===== src/rtl/sci_pkg.sv =====
// sci_pkg: shared types and helpers for the SCI master sequencer
// FSM states, one-hot-low chip select decode, response record width
package sci_pkg;

  typedef enum logic [1:0] {
    ST_IDLE,
    ST_ISSUE,
    ST_WAIT_ACK,
    ST_GAP
  } state_e;

  function automatic logic [31:0] pid_to_csn(
    input logic [4:0] pid
  );
    logic [31:0] r;
    r      = '1;
    r[pid] = 1'b0;
    return r;
  endfunction

  // response record: {data, pid, err}
  function automatic int unsigned rsp_rec_w(
    input int unsigned dw,
    input int unsigned pw
  );
    return dw + pw + 1;
  endfunction

endpackage


===== src/rtl/sci_master_sequencer_if.sv =====
// sci_master_sequencer_if: command, response and master-bus bundle
// slave modport is the sequencer view, master modport the driver view
interface sci_master_sequencer_if #(
  parameter int ADDR_WIDTH      = 4,
  parameter int DATA_WIDTH      = 8,
  parameter int NUM_PERIPHERALS = 4,
  parameter int PID_WIDTH       = $clog2(NUM_PERIPHERALS)
);

  logic                       CMD_VALID;
  logic                       CMD_READY;
  logic                       CMD_WNR;
  logic [PID_WIDTH-1:0]       CMD_PID;
  logic [ADDR_WIDTH-1:0]      CMD_ADDR;
  logic [DATA_WIDTH-1:0]      CMD_DATA;

  logic                       RSP_VALID;
  logic                       RSP_READY;
  logic [DATA_WIDTH-1:0]      RSP_DATA;
  logic [PID_WIDTH-1:0]       RSP_PID;
  logic                       RSP_ERR;

  logic                       M_REQ;
  logic                       M_WNR;
  logic [ADDR_WIDTH-1:0]      M_ADDR;
  logic [NUM_PERIPHERALS-1:0] M_CSN;
  logic [DATA_WIDTH-1:0]      M_DATA;
  logic                       M_ACK;
  logic [DATA_WIDTH-1:0]      M_RDATA;

  logic                       BUSY;
  logic                       TIMEOUT_ERR;
  logic                       ERR_CLR;

  modport slave (
    input  CMD_VALID, CMD_WNR, CMD_PID,
    input  CMD_ADDR, CMD_DATA,
    output CMD_READY,
    input  RSP_READY,
    output RSP_VALID, RSP_DATA,
    output RSP_PID, RSP_ERR,
    output M_REQ, M_WNR, M_ADDR,
    output M_CSN, M_DATA,
    input  M_ACK, M_RDATA,
    output BUSY, TIMEOUT_ERR,
    input  ERR_CLR
  );

  modport master (
    output CMD_VALID, CMD_WNR, CMD_PID,
    output CMD_ADDR, CMD_DATA,
    input  CMD_READY,
    output RSP_READY,
    input  RSP_VALID, RSP_DATA,
    input  RSP_PID, RSP_ERR,
    input  M_REQ, M_WNR, M_ADDR,
    input  M_CSN, M_DATA,
    output M_ACK, M_RDATA,
    input  BUSY, TIMEOUT_ERR,
    output ERR_CLR
  );

endinterface


===== src/rtl/sci_sync_fifo.sv =====
// sci_sync_fifo: first-word-fall-through synchronous queue
// push while full is taken only when a pop frees the slot the same cycle
module sci_sync_fifo #(
  parameter int WIDTH = 8,
  parameter int DEPTH = 4
) (
  input  logic                     clk,
  input  logic                     rst_n,
  input  logic                     push,
  input  logic [WIDTH-1:0]         wdata,
  input  logic                     pop,
  output logic [WIDTH-1:0]         rdata,
  output logic                     full,
  output logic                     empty,
  output logic [$clog2(DEPTH):0]   count
);

  localparam int AW = $clog2(DEPTH);

  logic [WIDTH-1:0] r_mem [DEPTH];
  logic [AW-1:0]    r_wptr;
  logic [AW-1:0]    r_rptr;
  logic [AW:0]      r_count;
  logic             w_push;
  logic             w_pop;

  assign full   = r_count == (AW+1)'(DEPTH);
  assign empty  = r_count == '0;
  assign count  = r_count;
  assign w_pop  = pop && !empty;
  assign w_push = push && (!full || w_pop);
  // empty reads as zero so the payload has a defined reset value
  assign rdata  = empty ? '0 : r_mem[r_rptr];

  always_ff @(posedge clk or negedge rst_n) begin
    if (!rst_n) begin
      r_wptr  <= '0;
      r_rptr  <= '0;
      r_count <= '0;
    end else begin
      if (w_push) r_wptr <= r_wptr + AW'(1);
      if (w_pop)  r_rptr <= r_rptr + AW'(1);
      r_count <= r_count + (AW+1)'(w_push)
                         - (AW+1)'(w_pop);
    end
  end

  always_ff @(posedge clk) begin
    if (w_push) r_mem[r_wptr] <= wdata;
  end

endmodule


===== src/rtl/sci_master_sequencer.sv =====
// sci_master_sequencer: queues commands onto SCI_MASTER REQ/ACK
// reads reserve a response slot before issue, so the rsp queue never overflows
module sci_master_sequencer #(
  parameter int ADDR_WIDTH      = 4,
  parameter int DATA_WIDTH      = 8,
  parameter int NUM_PERIPHERALS = 4,
  parameter int FIFO_DEPTH      = 4,
  parameter int GAP_CYCLES      = 4,
  parameter int ACK_TIMEOUT     = 64
) (
  input logic                   CLK,
  input logic                   RSTN,
  sci_master_sequencer_if.slave bus
);

  import sci_pkg::*;

  localparam int PW    = $clog2(NUM_PERIPHERALS);
  localparam int AW    = $clog2(FIFO_DEPTH);
  localparam int CMD_W = 1 + PW + ADDR_WIDTH + DATA_WIDTH;
  localparam int RSP_W = rsp_rec_w(DATA_WIDTH, PW);
  localparam int CW_T  = $clog2(ACK_TIMEOUT + 1);
  localparam int CW_G  = $clog2(GAP_CYCLES + 1);
  localparam int CW_A  = CW_T > CW_G ? CW_T : CW_G;
  localparam int CW    = CW_A > 0 ? CW_A : 1;
  localparam logic [CW-1:0] TO_LAST =
    CW'(ACK_TIMEOUT > 0 ? ACK_TIMEOUT - 1 : 0);
  localparam logic [CW-1:0] GAP_LAST =
    CW'(GAP_CYCLES > 0 ? GAP_CYCLES - 1 : 0);

  state_e                     r_state;
  logic                       r_req;
  logic                       r_wnr;
  logic [ADDR_WIDTH-1:0]      r_addr;
  logic [DATA_WIDTH-1:0]      r_data;
  logic [NUM_PERIPHERALS-1:0] r_csn;
  logic [PW-1:0]              r_pid;
  logic                       r_rd_pend;
  logic [CW-1:0]              r_cnt;
  logic                       r_ack_q;
  logic                       r_terr;

  logic                       w_cmd_push;
  logic                       w_cmd_full;
  logic                       w_cmd_empty;
  logic [AW:0]                w_cmd_count;
  logic [CMD_W-1:0]           w_cmd_wdata;
  logic [CMD_W-1:0]           w_cmd_rdata;
  logic                       w_hd_wnr;
  logic [PW-1:0]              w_hd_pid;
  logic [ADDR_WIDTH-1:0]      w_hd_addr;
  logic [DATA_WIDTH-1:0]      w_hd_data;
  logic                       w_hd_bad;

  logic                       w_rsp_push;
  logic                       w_rsp_pop;
  logic                       w_rsp_full;
  logic                       w_rsp_empty;
  logic [AW:0]                w_rsp_count;
  logic [RSP_W-1:0]           w_rsp_wdata;
  logic [RSP_W-1:0]           w_rsp_rdata;
  logic                       w_rsp_slot;

  logic                       w_pop;
  logic                       w_ack_edge;
  logic                       w_done_ack;
  logic                       w_to_hit;
  logic                       w_bad_rd;

  assign w_cmd_wdata = {bus.CMD_WNR, bus.CMD_PID,
                        bus.CMD_ADDR, bus.CMD_DATA};
  assign {w_hd_wnr, w_hd_pid, w_hd_addr, w_hd_data} = w_cmd_rdata;
  assign w_cmd_push  = bus.CMD_VALID && !w_cmd_full;
  assign w_hd_bad    = 32'(w_hd_pid) >= 32'(NUM_PERIPHERALS);

  assign w_rsp_pop   = bus.RSP_READY && !w_rsp_empty;
  assign w_rsp_slot  = !w_rsp_full &&
    ((32'(w_rsp_count) + 32'(r_rd_pend)) < 32'(FIFO_DEPTH));

  assign w_pop      = (r_state == ST_IDLE) && !w_cmd_empty &&
                      (w_hd_wnr || w_rsp_slot);
  assign w_ack_edge = bus.M_ACK && !r_ack_q;
  assign w_done_ack = (r_state == ST_WAIT_ACK) && w_ack_edge;
  assign w_to_hit   = (r_state == ST_WAIT_ACK) && !w_ack_edge &&
                      (ACK_TIMEOUT != 0) && (r_cnt == TO_LAST);
  assign w_bad_rd   = w_pop && w_hd_bad && !w_hd_wnr;

  sci_sync_fifo #(
    .WIDTH (CMD_W),
    .DEPTH (FIFO_DEPTH)
  ) u_cmd_q (
    .clk   (CLK),
    .rst_n (RSTN),
    .push  (w_cmd_push),
    .wdata (w_cmd_wdata),
    .pop   (w_pop),
    .rdata (w_cmd_rdata),
    .full  (w_cmd_full),
    .empty (w_cmd_empty),
    .count (w_cmd_count)
  );

  sci_sync_fifo #(
    .WIDTH (RSP_W),
    .DEPTH (FIFO_DEPTH)
  ) u_rsp_q (
    .clk   (CLK),
    .rst_n (RSTN),
    .push  (w_rsp_push),
    .wdata (w_rsp_wdata),
    .pop   (w_rsp_pop),
    .rdata (w_rsp_rdata),
    .full  (w_rsp_full),
    .empty (w_rsp_empty),
    .count (w_rsp_count)
  );

  always_comb begin
    w_rsp_push  = 1'b0;
    w_rsp_wdata = '0;
    unique case (1'b1)
      w_bad_rd: begin
        w_rsp_push  = 1'b1;
        w_rsp_wdata = {{DATA_WIDTH{1'b0}}, w_hd_pid, 1'b1};
      end
      (r_rd_pend && w_done_ack): begin
        w_rsp_push  = 1'b1;
        w_rsp_wdata = {bus.M_RDATA, r_pid, 1'b0};
      end
      (r_rd_pend && w_to_hit): begin
        w_rsp_push  = 1'b1;
        w_rsp_wdata = {{DATA_WIDTH{1'b0}}, r_pid, 1'b1};
      end
      default: ;
    endcase
  end

  always_ff @(posedge CLK or negedge RSTN) begin
    if (!RSTN) begin
      r_state   <= ST_IDLE;
      r_req     <= 1'b0;
      r_wnr     <= 1'b0;
      r_addr    <= '0;
      r_data    <= '0;
      r_csn     <= '1;
      r_pid     <= '0;
      r_rd_pend <= 1'b0;
      r_cnt     <= '0;
      r_ack_q   <= 1'b0;
      r_terr    <= 1'b0;
    end else begin
      r_ack_q <= bus.M_ACK;
      if (w_to_hit)         r_terr <= 1'b1;
      else if (bus.ERR_CLR) r_terr <= 1'b0;
      unique case (r_state)
        ST_IDLE: begin
          // out-of-range pids are consumed without touching the bus
          if (w_pop && !w_hd_bad) begin
            r_wnr     <= w_hd_wnr;
            r_addr    <= w_hd_addr;
            r_data    <= w_hd_data;
            r_pid     <= w_hd_pid;
            r_csn     <= NUM_PERIPHERALS'(
                           pid_to_csn(5'(w_hd_pid)));
            r_rd_pend <= !w_hd_wnr;
            r_req     <= 1'b1;
            r_state   <= ST_ISSUE;
          end
        end
        ST_ISSUE: begin
          r_req   <= 1'b0;
          r_cnt   <= '0;
          r_state <= ST_WAIT_ACK;
        end
        ST_WAIT_ACK: begin
          if (w_done_ack || w_to_hit) begin
            r_rd_pend <= 1'b0;
            r_cnt     <= '0;
            if (GAP_CYCLES == 0) begin
              r_csn   <= '1;
              r_state <= ST_IDLE;
            end else begin
              r_state <= ST_GAP;
            end
          end else begin
            r_cnt <= r_cnt + CW'(1);
          end
        end
        ST_GAP: begin
          if (r_cnt == GAP_LAST) begin
            r_csn   <= '1;
            r_state <= ST_IDLE;
          end else begin
            r_cnt <= r_cnt + CW'(1);
          end
        end
        default: r_state <= ST_IDLE;
      endcase
    end
  end

  assign bus.CMD_READY   = !w_cmd_full;
  assign bus.RSP_VALID   = !w_rsp_empty;
  assign {bus.RSP_DATA, bus.RSP_PID, bus.RSP_ERR} = w_rsp_rdata;
  assign bus.M_REQ       = r_req;
  assign bus.M_WNR       = r_wnr;
  assign bus.M_ADDR      = r_addr;
  assign bus.M_DATA      = r_data;
  assign bus.M_CSN       = r_csn;
  assign bus.BUSY        = (r_state != ST_IDLE) || (w_cmd_count != '0);
  assign bus.TIMEOUT_ERR = r_terr;

endmodule


===== src/flat_wrapper.sv =====
// flat-port wrapper written by rule: the top's interface ports become plain ports
module sci_master_sequencer_flat import sci_pkg::*;
#(
  parameter int ADDR_WIDTH      = 4,
  parameter int DATA_WIDTH      = 8,
  parameter int NUM_PERIPHERALS = 4,
  parameter int FIFO_DEPTH      = 4,
  parameter int GAP_CYCLES      = 4,
  parameter int ACK_TIMEOUT     = 64
)
  (CLK, RSTN, bus_CMD_VALID, bus_CMD_WNR, bus_CMD_PID, bus_CMD_ADDR, bus_CMD_DATA, bus_CMD_READY, bus_RSP_READY, bus_RSP_VALID, bus_RSP_DATA, bus_RSP_PID, bus_RSP_ERR, bus_M_REQ, bus_M_WNR, bus_M_ADDR, bus_M_CSN, bus_M_DATA, bus_M_ACK, bus_M_RDATA, bus_BUSY, bus_TIMEOUT_ERR, bus_ERR_CLR);
  sci_master_sequencer_if #(.ADDR_WIDTH(ADDR_WIDTH), .DATA_WIDTH(DATA_WIDTH), .NUM_PERIPHERALS(NUM_PERIPHERALS)) bus_i ();
  input logic CLK;
  input logic RSTN;
  input wire logic [$bits(bus_i.CMD_VALID)-1:0] bus_CMD_VALID;
  input wire logic [$bits(bus_i.CMD_WNR)-1:0] bus_CMD_WNR;
  input wire logic [$bits(bus_i.CMD_PID)-1:0] bus_CMD_PID;
  input wire logic [$bits(bus_i.CMD_ADDR)-1:0] bus_CMD_ADDR;
  input wire logic [$bits(bus_i.CMD_DATA)-1:0] bus_CMD_DATA;
  output wire logic [$bits(bus_i.CMD_READY)-1:0] bus_CMD_READY;
  input wire logic [$bits(bus_i.RSP_READY)-1:0] bus_RSP_READY;
  output wire logic [$bits(bus_i.RSP_VALID)-1:0] bus_RSP_VALID;
  output wire logic [$bits(bus_i.RSP_DATA)-1:0] bus_RSP_DATA;
  output wire logic [$bits(bus_i.RSP_PID)-1:0] bus_RSP_PID;
  output wire logic [$bits(bus_i.RSP_ERR)-1:0] bus_RSP_ERR;
  output wire logic [$bits(bus_i.M_REQ)-1:0] bus_M_REQ;
  output wire logic [$bits(bus_i.M_WNR)-1:0] bus_M_WNR;
  output wire logic [$bits(bus_i.M_ADDR)-1:0] bus_M_ADDR;
  output wire logic [$bits(bus_i.M_CSN)-1:0] bus_M_CSN;
  output wire logic [$bits(bus_i.M_DATA)-1:0] bus_M_DATA;
  input wire logic [$bits(bus_i.M_ACK)-1:0] bus_M_ACK;
  input wire logic [$bits(bus_i.M_RDATA)-1:0] bus_M_RDATA;
  output wire logic [$bits(bus_i.BUSY)-1:0] bus_BUSY;
  output wire logic [$bits(bus_i.TIMEOUT_ERR)-1:0] bus_TIMEOUT_ERR;
  input wire logic [$bits(bus_i.ERR_CLR)-1:0] bus_ERR_CLR;
  assign bus_i.CMD_VALID = bus_CMD_VALID;
  assign bus_i.CMD_WNR = bus_CMD_WNR;
  assign bus_i.CMD_PID = bus_CMD_PID;
  assign bus_i.CMD_ADDR = bus_CMD_ADDR;
  assign bus_i.CMD_DATA = bus_CMD_DATA;
  assign bus_CMD_READY = bus_i.CMD_READY;
  assign bus_i.RSP_READY = bus_RSP_READY;
  assign bus_RSP_VALID = bus_i.RSP_VALID;
  assign bus_RSP_DATA = bus_i.RSP_DATA;
  assign bus_RSP_PID = bus_i.RSP_PID;
  assign bus_RSP_ERR = bus_i.RSP_ERR;
  assign bus_M_REQ = bus_i.M_REQ;
  assign bus_M_WNR = bus_i.M_WNR;
  assign bus_M_ADDR = bus_i.M_ADDR;
  assign bus_M_CSN = bus_i.M_CSN;
  assign bus_M_DATA = bus_i.M_DATA;
  assign bus_i.M_ACK = bus_M_ACK;
  assign bus_i.M_RDATA = bus_M_RDATA;
  assign bus_BUSY = bus_i.BUSY;
  assign bus_TIMEOUT_ERR = bus_i.TIMEOUT_ERR;
  assign bus_i.ERR_CLR = bus_ERR_CLR;
  sci_master_sequencer #(.ADDR_WIDTH(ADDR_WIDTH), .DATA_WIDTH(DATA_WIDTH), .NUM_PERIPHERALS(NUM_PERIPHERALS), .FIFO_DEPTH(FIFO_DEPTH), .GAP_CYCLES(GAP_CYCLES), .ACK_TIMEOUT(ACK_TIMEOUT)) u_core (.CLK(CLK), .RSTN(RSTN), .bus(bus_i));
endmodule

===== config.mk =====
export PLATFORM = sky130hd
export DESIGN_NAME = sci_master_sequencer_flat
export DESIGN_NICKNAME = d
export VERILOG_FILES = /design/src/rtl/sci_pkg.sv /design/src/rtl/sci_master_sequencer_if.sv /design/src/rtl/sci_sync_fifo.sv /design/src/rtl/sci_master_sequencer.sv /design/src/flat_wrapper.sv
export SDC_FILE = /design/constraint.sdc
export NUM_CORES = 1
export LEC_CHECK = 0
export ABC_AREA = 0
export CAP_MARGIN = 5
export CORE_MARGIN = 8
export CORE_UTILIZATION = 56
export CTS_CLUSTER_SIZE = 25
export DETAILED_ROUTE_END_ITERATION = 7
export PLACE_DENSITY_LB_ADDON = 0.05
export SYNTH_ARGS = -nofsm -noshare
export SYNTH_HDL_FRONTEND = slang
export SYNTH_SLANG_ARGS = --single-unit

===== constraint.sdc =====
create_clock -name CLK -period 4.1 [get_ports CLK]
set_input_delay 0.82 -clock CLK [delete_from_list [all_inputs] [get_ports CLK]]
set_output_delay 0.82 -clock CLK [all_outputs]
set_load 0.01 [all_outputs]

# Yosys cells after proc, flatten, opt, wreduce, memory -nomap -nowiden
# Memories as Yosys holds them, arrays and structs flattened.
# Cells that the tools add are included.
# word_totals
reg_bits,46
memories,2
elab_cells,116
latch_bits,0
romBits,0
output_inout_bits,33
input_bits,29
ramBits,104
# memory_table
name,words,width,rd,rd_clocked_by_memory_dff,write_ports,line_no,source
u_core.u_cmd_q.r_mem,4,15,1,0,1,sci_sync_fifo.sv:20,logic [WIDTH-1:0] r_mem [DEPTH];
u_core.u_rsp_q.r_mem,4,11,1,0,1,sci_sync_fifo.sv:20,
# op_classes
add_sub_neg,10
eq_ne,11
reduce_logical,45
magnitude_cmp,3
shift,0
n_mux,27
bitwise_logic,1
n_mul,0
n_div,0
# op_table
operator,count
$lt 32x3->1 const B,1
$pmux 11 s2,1
$pmux 7 s3,1
$logic_and 1x1->1,16
$mux 15,1
$mux 7,2
$mux 1,11
$mux 11,1
$reduce_bool 2->1,5
$reduce_and 3->1,3
$add 2x1->2 const B,4
$mux 4,2
$pmux 2 s4,1
$pmux 4 s2,1
$add 7x1->7 const B,1
$eq 7x2->1 const B,1
$eq 7x6->1 const B,1
$logic_not 1->1,7
$add 3x1->3,2
$eq 3x3->1 const B,2
$logic_not 3->1,2
$lt 2x6->1 const B,1
$mux 2,3
$ne 2x2->1 const B,3
14 further kinds,24

# Longest topological paths before layout
# Gate-level depths: netlist of the first run.
# logic_depth
ltp_word,11
ltp_mapped,11
ltp_nobuf,10

# Modules after synthesis
# A second synthesis of the first run with hierarchy kept.
# unflattened
cells_unflattened,388
hier_area_um2,6487.5
# by_module_without_submodules
module,cells_each,seq_area_each_um2,area_each_um2,instances
sci_sync_fifo at u_core.u_cmd_q,131,1976.9,2695.1,1
sci_sync_fifo at u_core.u_rsp_q,105,1496.4,2079.5,1
sci_master_sequencer,152,805.8,1712.9,1

# Worst setup path after synthesis of the first run
# OpenSTA, ideal clock, no wires.
# synth_timing
kind,register to register
startpoint,register u_core.u_cmd_q.r_rptr[0]
endpoint,register u_core.u_cmd_q.r_count[2] (netlist: u_core.u_cmd_q.count[2])
setup_slack_ns,1.200
n_path_buf,2
t_required_ns,3.977
path_stages_with_launch,12
period_less_slack_ns,2.900
arrival_time_ns,2.777
setup_time_ns,0.123
cell_sequence,dfrtp_1 -> buf_4 -> mux4_2 -> a221oi_4 -> nor2_2 -> buf_6 -> ha_1 -> inv_1 -> ha_1 -> fa_1 -> xor2_1 -> xnor2_1
# synth_between
elab_chain_len,9
# synth_rtl
element,line_no,source
"start, declared",sci_sync_fifo.sv:22,logic [AW-1:0] r_rptr;
"start signal, assigned",sci_sync_fifo.sv:42,if (w_pop) r_rptr <= r_rptr + AW'(1);
$mem_v2 4x15 (*),n/a,
$mux 15 (*),sci_sync_fifo.sv:33,assign rdata = empty ? '0 : r_mem[r_rptr];
$logic_or 1x1->1 (*),sci_master_sequencer.sv:81,(w_hd_wnr || w_rsp_slot);
$logic_and 1x1->1 (*),sci_master_sequencer.sv:80,assign w_pop = (r_state == ST_IDLE) && !w_cmd_empty &&
$logic_and 1x1->1 (*),sci_sync_fifo.sv:30,assign w_pop = pop && !empty;
via u_core.u_cmd_q.w_pop,sci_sync_fifo.sv:25,logic w_pop;
$logic_or 1x1->1,sci_sync_fifo.sv:31,assign w_push = push && (!full || w_pop);
$logic_and 1x1->1,sci_sync_fifo.sv:31,
$add 3x1->3,sci_sync_fifo.sv:43,r_count <= r_count + (AW+1)'(w_push)
$sub 3x1->3 (*),sci_sync_fifo.sv:44,- (AW+1)'(w_pop);
"end signal, assigned",sci_sync_fifo.sv:43,
"end, declared",sci_sync_fifo.sv:23,logic [AW:0] r_count;
# Mark *: on every way through the listed nets, which the timed path passes. The rest lies on a longest branch.
# A chain may end at the register's enable or synchronous reset.

# Worst setup path in the final report of the first run
# layout_timing
startpoint,register u_core.u_rsp_q.r_rptr[0]
endpoint,output bus_RSP_PID[0]
# layout_between
elab_chain_len,2
# layout_rtl
element,line_no,source
"start, declared",sci_sync_fifo.sv:22,
"start signal, assigned",sci_sync_fifo.sv:42,
$mem_v2 4x11,n/a,
$mux 11,sci_sync_fifo.sv:33,
"end, declared",flat_wrapper.sv:24,output wire logic [$bits(bus_i.RSP_PID)-1:0] bus_RSP_PID;
# No other way between the ends.

==> metrics, run 1 <==
FF/Latch Area=4279 um^2; Gate power share=32.3%; Residual DRC=0; antenna-violating nets left=0; Routed wire per std cell=18.80 um; Fmax=289.5 MHz; hold buffer count at CTS=0; Cell variety after synth=47; Worst Path Required=3.28 ns; crit path from=u_core.u_rsp_q.r_rptr[0]; final setup margin=0.6458 ns; VDD IR max=0.4552 mV; Area growth syn-to-layout=20.89%; Post-synth EDFFs=104; ys async rst share=30.67%; multi-input logic area=1863 um^2; Tmin final=3.454 ns; PostCTS Resize Cnt=0; RSZ-0062 raised after global routing=no; antenna violations before repair=0; critical path type=reg2out; final hold violation count=0; Die X=121.8 um; status=completed; Pleak=2.757 nW; Reg clk slew, reported paths=0.06 ns; R2R Path Start=u_core.u_rsp_q.count[1]; cell count after synthesis=361; sequential group share of total power=40.8%; via count=3,256; startpoint types=flop; main flop type after synthesis=edfxtp_1; Post-DP Area=7024 um^2; Die ar.=14,830 um^2; cell area power density=710.5 nW/um^2; core area=10,890 um^2; H-tree lvl count=4; row count=38; setup_tns=0 ns; gr ovfl total=0; Post-CTS Setup Bufs=0; IO Pins=62; Clock Root Buffer=clkbuf_8; Int Power=0.003788 W; largest net degree at the start of global routing=25; Vias/cell=5.537; Worst setup EP type=output pin; fillers=731; latest clock arrival within the worst-skew pair=0.54 ns; layout cells sized above 1=14.51%; initial DRC count=255; GPL Wtd Cong=0.7463; Initial Util=57.55%; Slew Limit Fails=0; vias in the first global route=3,531; CP arrival=2.63 ns; Switching Share=29.62%; synthesized area=6266 um^2; clock share of power=26.9%; Initial DRT Pass Iterations=4; Net Switching=0.001594 W; clock buffer depth=2; CTS Sinks=150; die height=121.8 um; pre-CTS worst setup slack=0.9164 ns; Max-Cap Viols=0; final WL=11,050 um; Final Cycle Share=84.25%; worst slew pin tran=0.9790 ns; setup violators final=0; Final nets=485; number of buffers created by CTS=17; syn_area_per_cell=17.36 um^2; Finished Cell Area=7575 um^2; Final Skew=0.005298 ns; first-pass GRT wire length=18,350 um; Seq/Total Area, Yosys=68.29%; post-synth net total=411; Ys Warns=0; worst hold path class=in2async; CTS tree=yes; GRT Resource Usage Total=16.81%; Slew HR=34.67%; count of input and output buffers=61; worst-path fanout max=13; hpwl dp=7160 um; Final Power=0.005382 W; FF+latch count, synth=150; ant diodes=0
==> cell type report <==
type | instances | share of cell area [%]
Clock inverter | 9 | 1.371
Sequential cell | 150 | 56.49
Multi-Input combinational cell | 181 | 24.60
Tap cell | 140 | 2.313
Inverter | 21 | 1.041
Clock buffer | 23 | 5.897
Timing Repair Buffer | 64 | 8.292
==> sequential cells by signal, summed over array words and instances (netlist names), 3 cells and up <==
register              count
u_core.bus.M_ADDR         4
u_core.bus.M_CSN          4
u_core.bus.M_DATA         8
u_core.r_cnt              7
u_core.u_cmd_q.count      3
u_core.u_cmd_q.r_mem     60
u_core.u_rsp_q.count      3
u_core.u_rsp_q.r_mem     44
==> per-layer routing <==
metal	share of wire (%)	vias up	routed length, um	track usage, %
li1	-	1517	-	-
met1	42	1655	4600	18.93
met3	4.7	15	516	6.340
met4	1.7	0	188	7.170
met2	52	69	5747	28.19
met5	0	-	0	0
==> cell families (layout without fill, tap and decap cells) <==
family	Yosys count	in the layout	share of synthesized area, %
compound gates	22	22	2.935
fa+ha+maj	21	21	4.433
simple gates	76	76	7.109
mux	49	49	13.44
flops	150	150	68.29
buf+inv	30	117	1.977
xor+xnor	13	13	1.817
==> metrics by stage <==
stage	cells	hold WS (ns)	utilization (%)
3_3_place_gp	556	0.4599	64.51
3_5_place_dp	556	0.4681	64.51
5_1_grt	588	0.3485	69.57
4_1_cts	588	0.3262	69.57
6_report	588	0.3177	69.57
2_1_floorplan	361	0.4495	-
==> placed cells by master, fill, tap and decap left out, drive strengths merged, types with 5 or more instances in the layout <==
cell	instances
and2	26
and3	5
clkbuf	23
clkdlybuf4s50	60
clkinv	6
dfrtp	42
edfxtp	104
ha	19
inv	21
mux2	21
mux4	26
nand2	7
nor2	11
nor3	5
o21ai	5
xnor2	8
xor2	5
==> synth_stat cells (all sizes together) (4+ instances only) <==
| cell | n | share of area (%) |
|---|---|---|
| mux2 | 21 | 3.8 |
| and3 | 5 | 0.50 |
| clkbuf | 4 | 0.24 |
| dfrtp | 42 | 17 |
| edfxtp | 104 | 50 |
| xnor2 | 8 | 1.1 |
| buf | 5 | 0.48 |
| inv | 21 | 1.3 |
| dfstp | 4 | 1.7 |
| nor2 | 11 | 0.70 |
| nor3 | 5 | 0.40 |
| ha | 19 | 3.8 |
| o21ai | 5 | 0.40 |
| and2 | 26 | 2.6 |
| nand2 | 7 | 0.42 |
| mux4 | 26 | 9.3 |
| nor2b | 4 | 0.40 |
| xor2 | 5 | 0.70 |
==> power groups by stage <==
stage / Combinational, W / Clock [W] / Sequential (W)
global route: 0.00193 / 0.00154 / 0.00224
global placement: 0.00173 / 0 / 0.00222
floorplan: 0.00117 / 0 / 0.00217
detailed placement: 0.00178 / 0 / 0.00223
CTS: 0.00178 / 0.00148 / 0.00220
finish: 0.00174 / 0.00145 / 0.00220
==> path summary, 6_finish.rpt <==
check                      depth (start not counted)                       end  slack [ns]
min in group CLK                                   1           u_core.r_pid[1]        0.48
min                                                1  u_core.u_rsp_q.r_rptr[1]        0.32
max                                                3            bus_RSP_PID[0]        0.65
min reg2reg                                        1           u_core.r_pid[1]        0.48
max reg2reg                                       10   u_core.u_cmd_q.count[2]        0.97
max in group asynchronous                          2       u_core.bus.M_CSN[3]        2.98
==> critical path, cell delays in order, from the launching register on <==
cell and delay [ns]:
dfrtp_1 0.85, mux4_2 0.60, and2_1 0.18, clkdlybuf4s50_1 0.48
Note: power is estimated with default switching activity, not from simulation.
==> run 2: changes to the inputs <==
--- a/config.mk
+++ b/config.mk
@@ -8,7 +8,7 @@
 export ABC_AREA = 0
 export CAP_MARGIN = 5
 export CORE_MARGIN = 8
-export CORE_UTILIZATION = 56
+export CORE_UTILIZATION = 51
 export CTS_CLUSTER_SIZE = 25
 export DETAILED_ROUTE_END_ITERATION = 7
 export PLACE_DENSITY_LB_ADDON = 0.05
==> constraint.sdc (replaced) <==
create_clock -name CLK -period 2.9 [get_ports CLK]
set_input_delay 0.58 -clock CLK [delete_from_list [all_inputs] [get_ports CLK]]
set_output_delay 0.58 -clock CLK [all_outputs]
set_load 0.01 [all_outputs]
==> run 2 against run 1 <==
- clock-buffer cell count grew 1
- first-iteration DRC count fell by 29%
- worst setup slack got worse by 0.52 ns
- total power rose by 46%
- sequential share of layout area decreased by 2.0 points
- largest cell class unchanged
- largest power group unchanged
==> metrics, run 2 (synthesis results as in run 1) <==
status=completed; startpoint types=flop; pre-CTS worst setup slack=0.2185 ns; initial DRC count=181; commonest non-fill, non-tap cell in the layout=edfxtp_1; Worst path max stage delay=0.71 ns; Tmin final=2.771 ns; Final Cycle Share=95.56%; met1 GRT Util=17.57%; clock buffer depth=2; final setup margin=0.1288 ns; core area=12,010 um^2; CP top delay family=flip-flops; slowest CP cell=dfrtp_1; Max-Cap Viols=0; hpwl dp=7357 um; CTS Sinks=150; Worst Path Required=2.32 ns; Pleak=2.902 nW; Area growth syn-to-layout=25.28%; Reg clk slew, reported paths=0.06 ns; critical path type=reg2out; Initial DRT Pass Iterations=4; non-filler cells, final=615; die height=126.8 um; Initial Util=52.17%; VDD IR max=0.5723 mV; multi-input logic area=1868 um^2; setup_tns=0 ns; count of input and output buffers=61; Slew HR=49.95%; Post-Place Cells=579; grt met3 use=6.033%; Final nets=505; antenna violations before repair=0; final WL=11,270 um; Fmax=360.9 MHz; worst hold path class=in2async; final hold violation count=0; number of buffers created by CTS=17; gr ovfl total=0; met2 Usage GRT=25.50%; Buf/Inv on CP=1; Routed wire per std cell=18.32 um; worst-path fanout max=12; IO Pins=62; latest clock arrival within the worst-skew pair=0.42 ns; CP arrival=2.19 ns; Largest register FFs=60; H-tree lvl count=4; setup violators final=0; most frequent cells in the layout=edfxtp_1 (104), clkdlybuf4s50_1 (60), dfrtp_1 (41); Worst setup EP type=output pin; row count=40; RSZ-0062 raised after global routing=no; Slew Limit Fails=0; hold buffer count at CTS=0; CTS tree=yes; fillers=862; GRT Resource Usage Total=15.27%; GPL Wtd Cong=0.7623; first-pass GRT wire length=18,560 um; Die X=126.8 um; Residual DRC=0; antenna-violating nets left=0; cell area power density=1002 nW/um^2; layout cells sized above 1=19.44%; worst slew pin tran=0.7507 ns; Largest Register=u_core.u_cmd_q.r_mem; via count=3,323; FF/Latch Area=4280 um^2; Clock Root Buffer=clkbuf_16; Die ar.=16,090 um^2; Vias/cell=5.403; vias in the first global route=3,574; ant diodes=0; gr busiest metal=met2; largest net degree at the start of global routing=29; cell chain of the critical path=mux4_2, and2_1, clkdlybuf4s50_1; Hold WS=0.2299 ns; Final Skew=0.005940 ns
==> run 2: changes by cell type in the layout (fill, tap and decap cells not counted), moves of 2 or more <==
cell	before	now
clkinv_4	2	0
buf_4	3	18
buf_12	0	5
bufinv_16	2	0
clkbuf_16	16	20
clkbuf_1	5	1
inv_4	0	3
==> run 2: report_power, final <==
group          switching, W  leakage (nW)  internal [W]
logic               0.00120          1.11       0.00145
registers          0.000278          1.50       0.00279
clock network      0.000828         0.295       0.00132
total               0.00231          2.90       0.00555
==> run 2: worst reg2reg max path: stages (launching register included) <==
cell and delay (ns):
dfrtp_1 0.39, ha_1 0.25, nand3_1 0.12, nor3_1 0.39
o2111a_1 0.26, inv_1 0.05, ha_1 0.26, inv_1 0.04
ha_1 0.18, fa_1 0.38, xnor2_1 0.14
==> run 2: what timing repair did <==
action	CTS	global route
resized for setup	1	0
buffers inserted	0	4
setup endpoints to repair	7	1
==> run 2: final timing paths <==
check | from | to | slack, ns | depth (start not counted)
setup / recovery | u_core.u_rsp_q.r_rptr[1] | bus_RSP_DATA[3] | 0.13 | 3
hold / removal | RSTN | u_core.bus.M_DATA[5] | 0.23 | 1
setup reg to reg | u_core.r_cnt[0] | u_core.u_rsp_q.count[2] | 0.34 | 10
hold reg to reg | u_core.r_pid[1] | u_core.r_pid[1] | 0.48 | 1
max in group asynchronous | RSTN | u_core.bus.M_CSN[0] | 1.96 | 2
min in group CLK | u_core.r_pid[1] | u_core.r_pid[1] | 0.48 | 1
==> run 2: layer usage <==
| layer | vias to the layer above | part of all wire, % |
|---|---|---|
| li1 | 1557 | - |
| met1 | 1691 | 43 |
| met2 | 64 | 51 |
| met3 | 11 | 5.7 |
| met5 | - | 0 |
| met4 | 0 | 0.90 |
==> run 2: final cells by class <==
class                   instances  area share, %
flip-flops and latches        150          54.53
inverters                      21          1.004
clock inverters                 8         0.6694
well taps                     147          2.343
multi-input cells             181          23.80
clock buffers                  24          6.949
repair buffers                 84          10.71
==> run 2: through the flow <==
step                      area [um^2]  util [%]  power [W]
final                            7850     65.35   0.007866
after floorplan                  6271         -   0.004725
after global routing             7850     65.35   0.008366
after detailed placement         7221     60.11   0.005781
after CTS                        7820     65.10   0.007970
after global placement           7221     60.11   0.005736
==> run 3: changes to the inputs <==
--- a/config.mk
+++ b/config.mk
@@ -12,6 +12,7 @@
 export CTS_CLUSTER_SIZE = 25
 export DETAILED_ROUTE_END_ITERATION = 7
 export PLACE_DENSITY_LB_ADDON = 0.05
+export SLEW_MARGIN = 40
 export SYNTH_ARGS = -nofsm -noshare
 export SYNTH_HDL_FRONTEND = slang
 export SYNTH_SLANG_ARGS = --single-unit
==> run 3 against run 2 <==
- clock power about the same
- first-iteration DRC count unchanged
- worst setup slack unchanged
- combinational power about the same
- total power about the same
- fmax unchanged
- routed wire length about the same
- die area unchanged
- sequential share of layout area about the same
- register-to-register slack about the same
- largest power group unchanged
==> metrics, run 3 (synthesis results as in run 1) <==
Final nets=505; CP top delay family=flip-flops; count of input and output buffers=61; Vias/cell=5.405; via count=3,324; ant diodes=0; final hold violation count=0; final WL=11,270 um; setup violators final=0; Max-Cap Viols=0; clock buffer depth=2; Finished Cell Area=7853 um^2; R2R Setup Slk=0.34 ns; Largest Register=u_core.u_cmd_q.r_mem; layout cells sized above 1=19.44%; die height=126.8 um; Area growth syn-to-layout=25.32%; VDD IR max=0.5723 mV; first-pass GRT wire length=18,560 um; worst hold path class=in2async; Clock Root Buffer=clkbuf_16; Worst path max stage delay=0.71 ns; Die ar.=16,090 um^2; slowest CP cell=dfrtp_1; number of buffers created by CTS=17; Final Cycle Share=95.56%; worst slew pin tran=0.6219 ns; Worst setup EP type=output pin; Routed wire per std cell=18.33 um; largest net degree at the start of global routing=29; gr ovfl total=0; latest clock arrival within the worst-skew pair=0.42 ns; status=completed; row count=40; hold buffer count at CTS=0; GRT Resource Usage Total=15.27%; CTS tree=yes; Buf/Inv on CP=1; Final Power=0.007866 W; most frequent cells in the layout=edfxtp_1 (104), clkdlybuf4s50_1 (60), dfrtp_1 (41); Fmax=360.9 MHz; CTS Sinks=150; Slew Limit Fails=0; vias in the first global route=3,574; Residual DRC=0; cell chain of the critical path=mux4_2, and2_1, clkdlybuf4s50_1; CP arrival=2.19 ns; initial DRC count=181; Worst Path Required=2.32 ns; Reg clk slew, reported paths=0.06 ns; fillers=862; Tmin final=2.771 ns; GPL Wtd Cong=0.7623; RSZ-0062 raised after global routing=no; critical path type=reg2out; Largest register FFs=60; R2R Path Start=u_core.r_cnt[0]; antenna-violating nets left=0; cell area power density=1002 nW/um^2; crit path from=u_core.u_rsp_q.r_rptr[1]; Final Skew=0.005940 ns; Worst Reg-to-Reg Cells=10; Initial Util=52.17%; Pleak=2.903 nW; Initial DRT Pass Iterations=4; antenna violations before repair=0; hpwl dp=7357 um; setup_tns=0 ns; Die X=126.8 um; H-tree lvl count=4; IO Pins=62; core area=12,010 um^2; worst-path fanout max=12; Slew HR=58.22%; commonest non-fill, non-tap cell in the layout=edfxtp_1; startpoint types=flop; stages on the worst setup path=3; Post-DP Area=7221 um^2
==> run 3: cell counts in the layout (fill, tap and decap cells not counted) <==
Identical to the previous run, type by type.
==> run 3: final timing paths <==
path | endpoint
setup / recovery | bus_RSP_DATA[3]
hold / removal | u_core.bus.M_DATA[5]
setup reg to reg | u_core.u_rsp_q.count[2]
hold reg to reg | u_core.r_pid[1]
max in group asynchronous | u_core.bus.M_CSN[0]
min in group CLK | u_core.r_pid[1]
==> run 3: through the flow <==
| step | setup WS (ns) | cells | hold WS, ns | util, % |
|---|---|---|---|---|
| floorplan | 0.009972 | 361 | 0.2844 | - |
| global placement | 0.2512 | 579 | 0.4635 | 60.11 |
| detailed placement | 0.2185 | 579 | 0.4758 | 60.11 |
| CTS | 0.03250 | 611 | 0.2425 | 65.10 |
| global route | 0.02875 | 615 | 0.1195 | 65.38 |
| finish | 0.1288 | 615 | 0.1009 | 65.38 |
==> run 3: final cells by class <==
| cell class | count | area (um^2) | area share [%] |
|---|---|---|---|
| Tap cell | 147 | 183.9 | 2.342 |
| Timing Repair Buffer | 84 | 843.3 | 10.74 |
| Clock buffer | 24 | 545.5 | 6.947 |
| Clock inverter | 8 | 52.55 | 0.6692 |
| Inverter | 21 | 78.83 | 1.004 |
| Multi-Input combinational cell | 181 | 1868 | 23.79 |
| Sequential cell | 150 | 4280 | 54.51 |
==> run 3: power by group <==
group          total (W)  internal, W  switching, W  leakage, nW
clock network    0.00215      0.00132      0.000828        0.295
logic            0.00266      0.00145       0.00120         1.11
registers        0.00306      0.00279      0.000278         1.50
total            0.00787      0.00556       0.00231         2.90
==> run 3: what timing repair did <==
| action | CTS | global route |
|---|---|---|
| cloned | 0 | 0 |
| setup endpoints to repair | 7 | 1 |
| buffers inserted | 0 | 4 |
| gates resized for setup | 1 | 0 |
==> run 3: routing by layer <==
metal  global-route usage [%]  vias up  wire [um]  part of all wire [%]
met3                    6.033       11        644                   5.7
li1                         -     1557          -                     -
met2                    25.50       64       5705                    51
met1                    17.57     1692       4821                    43
met4                    5.248        0        101                  0.90
met5                        0        -          0                     0
